File: src/rtl/dom_share_encoder_d2.sv
// Boolean three-share encoder feeding a d=2 DOM AND gate: masks each accepted word with
// fresh LFSR bits and supplies the gate's per-cycle randomness p_rand_0..2.
module dom_share_encoder_d2 #(
  parameter int WIDTH = 1
) (
  input  logic             clock_0,
  input  logic             reset_0,
  input  logic             io_seed_load,
  input  logic [31:0]      io_seed,
  input  logic             io_in_valid,
  output logic             io_in_ready,
  input  logic [WIDTH-1:0] io_in_data,
  output logic             io_out_valid,
  input  logic             io_out_ready,
  output logic [WIDTH-1:0] io_o0_s0,
  output logic [WIDTH-1:0] io_o0_s1,
  output logic [WIDTH-1:0] io_o0_s2,
  output logic             p_rand_0,
  output logic             p_rand_1,
  output logic             p_rand_2,
  output logic             io_rand_valid
);

  localparam int          STEP = 2 * WIDTH + 3;
  localparam logic [31:0] TAPS = 32'h8020_0003;

  typedef enum logic {
    ST_UNSEEDED = 1'b0,
    ST_RUN      = 1'b1
  } state_e;

  state_e           state_q, state_d;
  logic [31:0]      lfsr_q, lfsr_d;
  logic             out_valid_q, out_valid_d;
  logic [WIDTH-1:0] s0_q, s0_d;
  logic [WIDTH-1:0] s1_q, s1_d;
  logic [WIDTH-1:0] s2_q, s2_d;
  logic [2:0]       prand_q, prand_d;
  logic             rand_valid_q, rand_valid_d;

  logic [31:0]      chain_w [STEP+1];
  logic [STEP-1:0]  bits_w;
  logic [WIDTH-1:0] r1_w, r2_w;
  logic             run_w, seed_ok_w, accept_w;

  // Unrolled Galois stepping: stage gi emits its LSB, then shifts and folds in the taps.
  assign chain_w[0] = lfsr_q;
  for (genvar gi = 0; gi < STEP; gi++) begin : g_step
    assign bits_w[gi]      = chain_w[gi][0];
    assign chain_w[gi + 1] = {1'b0, chain_w[gi][31:1]} ^ (chain_w[gi][0] ? TAPS : 32'd0);
  end

  assign r1_w = bits_w[3 +: WIDTH];
  assign r2_w = bits_w[3 + WIDTH +: WIDTH];

  assign run_w     = (state_q == ST_RUN);
  assign seed_ok_w = io_seed_load && (io_seed != 32'd0);

  assign io_in_ready = run_w && (!out_valid_q || io_out_ready);
  assign accept_w    = io_in_valid && io_in_ready;

  always_comb begin
    state_d      = state_q;
    lfsr_d       = lfsr_q;
    out_valid_d  = out_valid_q;
    s0_d         = s0_q;
    s1_d         = s1_q;
    s2_d         = s2_q;
    prand_d      = prand_q;
    rand_valid_d = run_w;

    if (run_w) begin
      lfsr_d  = chain_w[STEP];
      prand_d = bits_w[2:0];
    end
    // A fresh seed overrides the advanced state; this cycle's bits still come from the old one.
    if (seed_ok_w) begin
      lfsr_d  = io_seed;
      state_d = ST_RUN;
    end

    if (accept_w) begin
      out_valid_d = 1'b1;
      s0_d        = io_in_data ^ r1_w ^ r2_w;
      s1_d        = r1_w;
      s2_d        = r2_w;
    end else if (io_out_ready) begin
      out_valid_d = 1'b0;
    end
  end

  always_ff @(posedge clock_0 or negedge reset_0) begin
    if (!reset_0) begin
      state_q      <= ST_UNSEEDED;
      lfsr_q       <= 32'd0;
      out_valid_q  <= 1'b0;
      s0_q         <= '0;
      s1_q         <= '0;
      s2_q         <= '0;
      prand_q      <= 3'd0;
      rand_valid_q <= 1'b0;
    end else begin
      state_q      <= state_d;
      lfsr_q       <= lfsr_d;
      out_valid_q  <= out_valid_d;
      s0_q         <= s0_d;
      s1_q         <= s1_d;
      s2_q         <= s2_d;
      prand_q      <= prand_d;
      rand_valid_q <= rand_valid_d;
    end
  end

  assign io_out_valid  = out_valid_q;
  assign io_o0_s0      = s0_q;
  assign io_o0_s1      = s1_q;
  assign io_o0_s2      = s2_q;
  assign p_rand_0      = prand_q[0];
  assign p_rand_1      = prand_q[1];
  assign p_rand_2      = prand_q[2];
  assign io_rand_valid = rand_valid_q;

endmodule

File: config.mk
export PLATFORM = sky130hd
export DESIGN_NAME = dom_share_encoder_d2
export DESIGN_NICKNAME = d
export VERILOG_FILES = /design/src/rtl/dom_share_encoder_d2.sv
export SDC_FILE = /design/constraint.sdc
export NUM_CORES = 1
export LEC_CHECK = 0
export ABC_AREA = 1
export CELL_PAD_IN_SITES_DETAIL_PLACEMENT = 1
export CELL_PAD_IN_SITES_GLOBAL_PLACEMENT = 1
export CORE_MARGIN = 2
export CORE_UTILIZATION = 40
export CTS_CLUSTER_DIAMETER = 60
export DETAILED_ROUTE_END_ITERATION = 8
export GPL_TIMING_DRIVEN = 0
export MAX_ROUTING_LAYER = met4
export PLACE_DENSITY_LB_ADDON = 0.2
export SYNTH_ARGS = -nofsm -noshare
export SYNTH_HDL_FRONTEND = slang
export SYNTH_SLANG_ARGS = --single-unit
File: constraint.sdc
create_clock -name clock_0 -period 2.8 [get_ports clock_0]
set_input_delay 0.7 -clock clock_0 [delete_from_list [all_inputs] [get_ports clock_0]]
set_output_delay 0.7 -clock clock_0 [all_outputs]
set_load 0.02 [all_outputs]
==> summary.txt, run 1 <==
Run status
  • Status: finished, final reports clean

Synthesis
  • Proportion of synthesized area in mux cells: 0%
  • Post-synthesis cell count: 306
  • Synth warnings: 0
  • Seq/Total Area, Yosys: 44.9%
  • Netlist cell types: 20
  • Compound-Gate Fraction of Synth Area: 2.46%
  • Largest family of logic cells by synthesized area: simple AND/OR/NAND/NOR gates
  • Synth area leaders: dfrtp_1 45%, nand3_1 28%, nand2_1 9.5%
  • Post-synth top area share: ~45%
  • Synth Area in Adders: 0%
  • Cell area after synthesis: 2290 sq um
  • Post-Syn Nets: around 340
  • FF+latch count, synth: ~40
  • Synth area leader: dfrtp_1
  • Post-synthesis xor/xnor area fraction: approximately 1.9%
  • Simple logic cell fraction of the synthesized area: a little over two fifths
  • Post-Syn Area per Cell: 7.47 sq um

Clock tree
  • Post-CTS Repair Setup Buffers: 0
  • CTS tree: yes
  • CTS clk-pin slew, worst paths: approximately 0.09 ns
  • Post-CTS Hold Buffers: 0
  • Clock root buffer: clkbuf_8
  • Clock latency on the worst-skew pair: between 0.2 and 0.3 ns
  • Clock tree buffer depth: 2
  • Resized cells post-CTS: 0
  • Clock sink count: 41
  • Num CTS Buffers: 5
  • H-Tree Depth: 2

Setup path
  • FF-to-FF setup slack: 1.05 ns
  • Delay-heaviest family, CP: buffers and inverters
  • Crit. Startpoint: io_out_ready
  • CP Max Fanout: 2
  • Worst Setup End Kind: output port
  • Largest stage delay on the critical path: 0.62 ns
  • Worst Path Buf+Inv: 2
  • Reg-to-Reg Start: lfsr_q[0]$_DFFE_PN0P_
  • Worst-path cell chain: clkdlybuf4s50_1 > nor2_1 > nor2_1 > clkdlybuf4s50_1
  • Slowest cell on the critical path: clkdlybuf4s50_1
  • R2r worst-path depth: 10
  • Critical Path RT: roughly 2.1 ns
  • Critical path class: in -> out
  • CP Data Arrival Time: 1.96 ns
  • Stages on worst setup path: 4
  • CP startpoint kind: input port

Placement
  • Post-DP HPWL: 5710 um
  • Setup Slack @ Placement: around 0.13 ns
  • Final RePlAce weighted congestion: ~0.84
  • Number of port buffers: 46
  • Placed insts: 425

Global routing
  • Vias in the first global route: between 2000 and 3000
  • Largest net degree at the start of global routing: 24
  • GRT Total Usage: about a quarter
  • Initial antenna violation count: 0
  • First-pass GRT wire length: approximately 12000 um
  • Overflow after GRT: 0

Timing
  • Worst-Margin Slew: 0.590 ns
  • Post-route setup slack: around 0.14 ns
  • Headroom to the max-slew limit: approximately three fifths
  • Final period util: a little over nine tenths
  • Final setup TNS: 0 ns
  • Setup violations, final: 0
  • Final hold viol count: 0
  • Setup Skew: ~0.0096 ns
  • Final slew viol count: 0
  • RSZ-0062 raised after global routing: no
  • Max frequency: 376 MHz
  • Fin crit period: 2.66 ns

Floorplanning
  • Die height: slightly below 80 um
  • Die area: about 6300 sq um
  • Die X: roughly 80 um
  • # rows: 27
  • # IOs: 47
  • Initial Util: between 40 and 50%
  • Core area: roughly 5500 sq um

Pwr
  • Pwr dens: 599 nW/um^2
  • Maximum vdd drop: roughly 0.33 mV
  • Pleak: around 0.0013 uW
  • Overall Power: about 1800 uW

Job
  • Maxcap violations: 0

Detailed routing
  • Initial DRC count: 117
  • Final Routed Wirelength: ~7500 um
  • DR WL/cell: approximately 17 um
  • Post-DRT Antenna Nets: 0
  • Post-route DRC: 0
  • Pre-antenna DRT Iters: 4
  • Via count: approximately 2400
  • Vias/cell: 5.52

Min path
  • Min-delay worst type: in -> async

Cells and area
  • Fin nets: just under 400
  • Final cell count without fillers: 433
  • Layout cells sized above 1: under 10%
  • P&R area growth vs syn: 30.3%
  • Diode count: 0
  • Fillcell total: 685
[cells in the final DEF, fill, tap and decap left out]
master / instances
clkdlybuf4s50_1: 45
inv_1: 12
nand3b_1: 3
o21ai_1: 1
bufinv_16: 1
o21ai_0: 7
nand3_1: 129
buf_6: 5
clkbuf_8: 6
o21a_1: 1
nand2_1: 58
buf_1: 1
dfrtp_1: 41
buf_2: 3
clkbuf_1: 12
nand2_2: 1
o21ai_2: 1
xor2_1: 3
xnor2_1: 2
nor2_1: 24
inv_2: 1
clkinvlp_4: 1
buf_4: 1
buf_16: 1
nand4_1: 1
[report_power, final]
part	switching [uW]	internal [uW]	total, uW	leakage (uW)
clock network	221	290	512	0.0000574
logic	300	226	525	0.000800
registers	62.0	687	749	0.000484
[state kept, by name, indices dropped and copies added, names as in the netlist]
signal / flops
io_o0_s1: 1
rand_valid_d: 1
io_rand_valid: 1
prand_q: 3
io_out_valid: 1
io_o0_s2: 1
lfsr_q: 32
io_o0_s0: 1
[metrics by stage]
stage	hold slack [ns]	instance area, sq um	util, %
after floorplan	0.404	2290	-
after global placement	0.440	2840	51.5
after detailed placement	0.441	2860	51.9
after global routing	0.392	2980	54.1
after CTS	0.388	2980	54.1
final	0.370	2980	54.1
[per-layer routing]
metal | track usage (%) | wire length, um | up-vias
li1 | - | - | 1142
met1 | 32.1 | 3270 | 1171
met2 | 43.4 | 3690 | 62
met3 | 3.85 | 304 | 14
met4 | 11.7 | 194 | 0
met5 | - | 0 | -
[final timing paths]
kind,endpoint
max in group asynchronous,lfsr_q[27]$_DFFE_PN0P_
min,lfsr_q[24]$_DFFE_PN0P_
min reg2reg,io_rand_valid$_DFF_PN0_
min in group clock_0,io_rand_valid$_DFF_PN0_
max,io_in_ready
max reg2reg,lfsr_q[1]$_DFFE_PN0P_
[final cells by class]
| class | instances | area (sq um) | share of cell area, % |
|---|---|---|---|
| buffer | 21 | 123 | 4.12 |
| clock buffer | 6 | 82.6 | 2.77 |
| clock inverter | 2 | 37.5 | 1.26 |
| inverter | 13 | 48.8 | 1.64 |
| multi-input combinational | 231 | 1090 | 36.5 |
| sequential | 41 | 1030 | 34.4 |
| tap | 72 | 90.1 | 3.02 |
| timing repair buffer | 47 | 483 | 16.2 |
[cell families (layout without fill, tap and decap cells)]
family                    Yosys count  in the layout
AOI/OAI and AO/OA                  10             10
xor gates and xnor gates            5              5
buffers and inverters              34             89
DFF                                41             41
and+or+nand+nor                   216            216
[Yosys cell counts (all sizes together)]
master  instances
nand2          59
nand4           1
nand3         129
o21a            1
buf             9
dfrtp          41
xor2            3
o21ai           9
nand3b          3
xnor2           2
nor2           24
clkbuf         12
inv            13
(Power assumes the default switching activity.)
==> inputs of run 2 (changes only) <==
--- a/config.mk
+++ b/config.mk
@@ -12,4 +12,5 @@
 export CORE_UTILIZATION = 40
 export CTS_CLUSTER_DIAMETER = 60
+export CTS_CLUSTER_SIZE = 14
 export DETAILED_ROUTE_END_ITERATION = 8
 export GPL_TIMING_DRIVEN = 0
==> constraint.sdc (replaced) <==
create_clock -name clock_0 -period 2.8 [get_ports clock_0]
set_input_delay 0.28 -clock clock_0 [delete_from_list [all_inputs] [get_ports clock_0]]
set_output_delay 0.28 -clock clock_0 [all_outputs]
set_load 0.02 [all_outputs]
==> run 2 against run 1 <==
  * Global-route usage is essentially flat
  * Worst setup slack better by 0.81 ns
  * Register-to-register slack about the same
  * Wire length grew 0.62%
  * Core utilization grew 0.18 points
  * Die area did not move
  * Critical path depth decreased by 1
  * Via count is 0.75% higher
  * Critical endpoint unchanged
  * Largest cell class unchanged
  * Highest routed layer unchanged
==> summary.txt, run 2 (synthesized netlist as in run 1, its figures left out) <==
Global routing
  • First-pass GRT wire length: between 10000 and 15000 um
  • Initial antenna violation count: 0
  • Overflow after GRT: 0
  • GRT Total Usage: between 20% and 30%
  • Vias in the first global route: around 2500
  • Largest net degree at the start of global routing: 24

Timing
  • Final hold viol count: 0
  • Setup violations, final: 0
  • Max frequency: 540 MHz
  • Setup Skew: 0.00984 ns
  • Worst-Margin Slew: between 0.5 and 0.6 ns
  • RSZ-0062 raised after global routing: no
  • Final period util: roughly two thirds
  • Headroom to the max-slew limit: between 60% and 70%
  • Fin crit period: between 1.5 and 2 ns
  • Final slew viol count: 0
  • Final setup TNS: 0 ns

Pwr
  • Pwr dens: about 600 nW/um^2
  • Internal power: ~1200 uW
  • Seq pwr share: a little over two fifths
  • Maximum vdd drop: about 0.33 mV
  • Switching pwr: slightly below 600 uW
  • Clk pwr share: 28.5%
  • Comb pwr share: 29.6%
  • Pleak: 0.00135 uW
  • Net Sw Frac: 32.7%

Placement
  • Number of port buffers: 46
  • Final RePlAce weighted congestion: around 0.84
  • Post-DP HPWL: between 5000 and 6000 um

Setup path
  • R2r worst-path depth: 10
  • Stages on worst setup path: 3
  • Critical Path RT: around 2.5 ns
  • Worst-path cell chain: inv_1 > nor2_1 > clkdlybuf4s50_1
  • CP Data Arrival Time: approximately 1.6 ns
  • Worst Path Buf+Inv: 2
  • Slowest cell on the critical path: clkdlybuf4s50_1
  • Largest stage delay on the critical path: a little over 0.6 ns
  • Delay-heaviest family, CP: buffers and inverters
  • Critical path class: reg -> out
  • Worst Setup End Kind: output port
  • CP startpoint kind: flip-flop
  • CP Max Fanout: 5

Job
  • Maxcap violations: 0

Clock tree
  • Resized cells post-CTS: 0
  • Clock root buffer: clkbuf_8
  • Post-CTS Hold Buffers: 1
  • Clock latency on the worst-skew pair: between 0.2 and 0.3 ns
  • CTS clk-pin slew, worst paths: around 0.09 ns
  • Num CTS Buffers: 5
  • Clock sink count: a little over 40
  • H-Tree Depth: 2
  • CTS tree: yes
  • Clock tree buffer depth: 2
  • Post-CTS Repair Setup Buffers: 0

Floorplanning
  • Initial Util: 41.5%
  • Core area: 5510 sq um
  • Die area: around 6300 sq um
  • # rows: 27
  • # IOs: 47
  • Die X: 79.6 um
  • Die height: ~80 um

Min path
  • Worst Hold Depth: 0
  • Min-delay worst type: reg -> reg

Cells and area
  • Largest Register: lfsr_q
  • Fillcell total: slightly below 700
  • Most frequent cells in the layout: 129 x nand3_1, 58 x nand2_1, 45 x clkdlybuf4s50_1
  • Register area: 1030 sq um
  • Util after Layout: between 50 and 60%
  • Commonest non-fill, non-tap cell in the layout: nand3_1
  • Multi-input combinational cell area: roughly 1100 sq um
  • P&R area growth vs syn: 30.8%
  • Diode count: 0
  • Max FFs per register: 32
  • Layout cells sized above 1: just under 6%
  • Fin nets: 399
  • Largest regs: lfsr_q x32, prand_q x3

Run status
  • Status: finished, final reports clean

Detailed routing
  • DR WL/cell: ~17 um
  • Via count: 2407
  • Initial DRC count: between 100 and 150
  • Vias/cell: 5.55
  • Pre-antenna DRT Iters: 4
  • Final Routed Wirelength: between 7000 and 8000 um
  • Post-route DRC: 0
  • Post-DRT Antenna Nets: 0
==> run 2: changes by cell type in the layout (fill, tap and decap cells not counted) <==
cell,delta
dlygate4sd3_1,+1
==> run 2: worst paths after layout <==
kind / slack (ns) / end / startpoint
max in group asynchronous: 1.81 / lfsr_q[11]$_DFFE_PN0P_ / reset_0
hold reg to reg: 0.46 / io_rand_valid$_DFF_PN0_ / rand_valid_d$_DFFE_PN0P_
min in group asynchronous: 0.50 / lfsr_q[24]$_DFFE_PN0P_ / reset_0
hold / removal: 0.46 / io_rand_valid$_DFF_PN0_ / rand_valid_d$_DFFE_PN0P_
setup / recovery: 0.95 / io_in_ready / rand_valid_d$_DFFE_PN0P_
setup reg to reg: 1.05 / lfsr_q[1]$_DFFE_PN0P_ / lfsr_q[0]$_DFFE_PN0P_
==> run 2: metrics by stage <==
step | power [uW] | cells | hold WS (ns) | worst slack, ns | cell area [sq um]
6_report | 1790 | 434 | 0.460 | 0.948 | 2990
5_1_grt | 1900 | 434 | 0.503 | 0.816 | 2990
4_1_cts | 1800 | 434 | 0.461 | 0.924 | 2990
3_5_place_dp | 1290 | 425 | 0.291 | 0.742 | 2860
3_3_place_gp | 1260 | 424 | 0.440 | 0.337 | 2840
2_1_floorplan | 1040 | 306 | -0.0156 | 1.26 | 2290
==> run 2: layer usage <==
metal,GRT usage (%),share of wire (%)
met1,32.3,43
met4,11.7,2.7
met3,3.85,4.8
met5,-,0
met2,43.2,50
==> run 2: area by class of cell <==
cell class                      count  share of cell area, %
Clock buffer                        6                   2.76
Buffer                             21                   4.10
Inverter                           13                   1.63
Multi-Input combinational cell    231                   36.4
Clock inverter                      2                   1.26
Tap cell                           72                   3.01
Timing Repair Buffer               48                   16.5
Sequential cell                    41                   34.3
==> run 2: power by group through the flow <==
| stage | clock network (uW) | registers [uW] | logic [uW] |
|---|---|---|---|
| 2_1_floorplan | 0 | 782 | 261 |
| 3_3_place_gp | 0 | 755 | 504 |
| 3_5_place_dp | 0 | 760 | 526 |
| 4_1_cts | 519 | 748 | 530 |
| 5_1_grt | 547 | 762 | 588 |
| 6_report | 509 | 749 | 528 |
==> run 2: worst reg2reg max path, delay by kind of cell, from the launching register on <==
kind,cells,cell delay (ns)
buffers and inverters,2,0.28
AND/OR/NAND/NOR,8,1.03
flip-flops,1,0.37
==> inputs of run 3 (changes only) <==
- CORE_UTILIZATION: 40 -> 37
- clock period: 2.8 -> 1.8 ns (I/O delays scaled with it)
==> run 3 against run 2 <==
  * Core utilization down 4.5 points
  * Worst hold slack lost 0.085 ns
  * Count of clock-buffer cells in the layout down 1
  * Flip-flop and latch count stayed put
  * Global-route usage fell by 2.3 points
  * Wire length increased by 0.27%
  * Worst setup slack got worse by 0.82 ns
  * Via count is 2.6% lower
  * Final cell count grew 0.69%
  * Critical path depth up 7
  * Critical endpoint is now lfsr_q[0]$_DFFE_PN0P_
  * Largest cell class unchanged
  * Highest routed layer unchanged
==> summary.txt, run 3 (synthesized netlist as in run 1, its figures left out) <==
Global routing
  • Vias in the first global route: 2325
  • Largest net degree at the start of global routing: 23
  • GRT Total Usage: 24.0%
  • Overflow after GRT: 0
  • Initial antenna violation count: 0
  • First-pass GRT wire length: approximately 12000 um

Floorplanning
  • Core area: between 5000 and 6000 sq um
  • Die X: ~83 um
  • Initial Util: a little under two fifths
  • Die height: 82.6 um
  • Die area: ~6800 sq um
  • # IOs: 47
  • # rows: 28

Timing
  • Worst-Margin Slew: 0.603 ns
  • Final hold viol count: 0
  • Setup violations, final: 0
  • Setup Skew: 0.0117 ns
  • Final slew viol count: 0
  • Headroom to the max-slew limit: 59.8%
  • Max frequency: 597 MHz
  • Final period util: around 93%
  • Min Hold Slack: ~0.37 ns
  • Final setup TNS: 0 ns
  • RSZ-0062 raised after global routing: no
  • Fin crit period: roughly 1.7 ns

Detailed routing
  • Final Routed Wirelength: about 7500 um
  • Post-route DRC: 0
  • Vias/cell: between 5 and 6
  • Pre-antenna DRT Iters: 4
  • Post-DRT Antenna Nets: 0
  • DR WL/cell: between 15 and 20 um
  • Via count: 2345
  • Initial DRC count: 150

Cells and area
  • Max FFs per register: 32
  • Largest regs: lfsr_q x32, prand_q x3
  • Most frequent cells in the layout: 129 x nand3_1, 58 x nand2_1, 44 x clkdlybuf4s50_1
  • P&R area growth vs syn: 29.8%
  • Fin nets: around 400
  • Fillcell total: 755
  • Commonest non-fill, non-tap cell in the layout: nand3_1
  • Util after Layout: between 40% and 50%
  • Layout cells sized above 1: 6.63%
  • Final instance area: between 2000 and 3000 sq um
  • Diode count: 0
  • Final cell count without fillers: around 440
  • Largest Register: lfsr_q

Placement
  • Placed insts: about 430
  • Final RePlAce weighted congestion: about 0.89
  • Number of port buffers: between 40 and 50
  • Post-DP HPWL: between 5000 and 6000 um
  • DP Area: around 2900 sq um

Clock tree
  • Clock root buffer: clkbuf_8
  • H-Tree Depth: 2
  • Clock latency on the worst-skew pair: roughly 0.30 ns
  • Num CTS Buffers: 5
  • Post-CTS Repair Setup Buffers: 0
  • CTS tree: yes
  • Clock tree buffer depth: 2
  • Clock sink count: 41
  • CTS clk-pin slew, worst paths: about 0.090 ns

Pwr
  • Pleak: 0.00134 uW
  • Internal power: 1690 uW
  • Clk pwr share: 23.6%
  • Comb pwr share: 31.4%
  • Net Sw Frac: 35.0%
  • Pwr dens: around 880 nW/um^2
  • Seq pwr share: around 45%
  • Maximum vdd drop: 0.430 mV
  • Switching pwr: between 900 and 1000 uW

Min path
  • Min-delay worst type: in -> async

Setup path
  • CP Max Fanout: 7
  • Worst Setup End Kind: flip-flop
  • Critical path class: reg -> reg
  • CP startpoint kind: flip-flop
  • Critical Path RT: a little over 2 ns
  • CP Data Arrival Time: 1.91 ns
  • R2r worst-path depth: 10

Run status
  • Status: finished, final reports clean

Job
  • Maxcap violations: 0
run 3: timing repair:
action / CTS / global route
endpoints found under the setup margin: 0 / 8
gates resized for setup: 0 / 5
hold buffers: 1 / 0
endpoints found under the hold margin: 19 / 0
run 3: cell type report:
| type | count | area [sq um] | share of cell area, % |
|---|---|---|---|
| Multi-Input combinational cell | 231 | 1090 | 36.8 |
| Inverter | 13 | 48.8 | 1.64 |
| Tap cell | 75 | 93.8 | 3.16 |
| Timing Repair Buffer | 48 | 495 | 16.7 |
| Sequential cell | 41 | 1030 | 34.6 |
| Clock inverter | 3 | 17.5 | 0.590 |
| Buffer | 21 | 124 | 4.17 |
| Clock buffer | 5 | 68.8 | 2.32 |
run 3: path summary, 6_finish.rpt:
| check | startpoint | end | slack [ns] |
|---|---|---|---|
| max | lfsr_q[0]$_DFFE_PN0P_ | lfsr_q[0]$_DFFE_PN0P_ | 0.12 |
| min in group clock_0 | rand_valid_d$_DFFE_PN0P_ | io_rand_valid$_DFF_PN0_ | 0.47 |
| min | reset_0 | lfsr_q[3]$_DFFE_PN0P_ | 0.37 |
| max reg2reg | lfsr_q[0]$_DFFE_PN0P_ | lfsr_q[0]$_DFFE_PN0P_ | 0.12 |
| max in group asynchronous | reset_0 | lfsr_q[21]$_DFFE_PN0P_ | 0.92 |
| min reg2reg | rand_valid_d$_DFFE_PN0P_ | io_rand_valid$_DFF_PN0_ | 0.47 |
run 3: critical path: stages (launching register included):
cell,delay (ns)
dfrtp_1,0.37
buf_4,0.17
inv_2,0.10
nand2_1,0.06
nand2_1,0.17
nand2_1,0.12
nand2_1,0.21
nand3_1,0.13
nand2_1,0.10
nand3_1,0.07
nand3_1,0.11
run 3: power by group through the flow:
stage,combinational [uW],clock (uW),sequential [uW]
2_1_floorplan,406,0,1220
3_3_place_gp,777,0,1180
3_5_place_dp,811,0,1190
4_1_cts,818,622,1170
5_1_grt,903,670,1190
6_report,818,613,1170
run 3: routing by layer:
layer / vias up / global-route usage [%] / wire, um
li1: 1143 / - / -
met1: 1128 / 30.6 / 3370
met2: 64 / 39.4 / 3700
met3: 10 / 3.59 / 325
met4: 0 / 7.54 / 131
met5: - / - / 0
run 3: through the flow:
| stage | setup WS [ns] | power (uW) |
|---|---|---|
| 6_report | 0.125 | 2600 |
| 5_1_grt | 0.0436 | 2760 |
| 3_3_place_gp | -0.645 | 1960 |
| 4_1_cts | 0.0122 | 2610 |
| 2_1_floorplan | 0.263 | 1620 |
| 3_5_place_dp | -0.234 | 2000 |
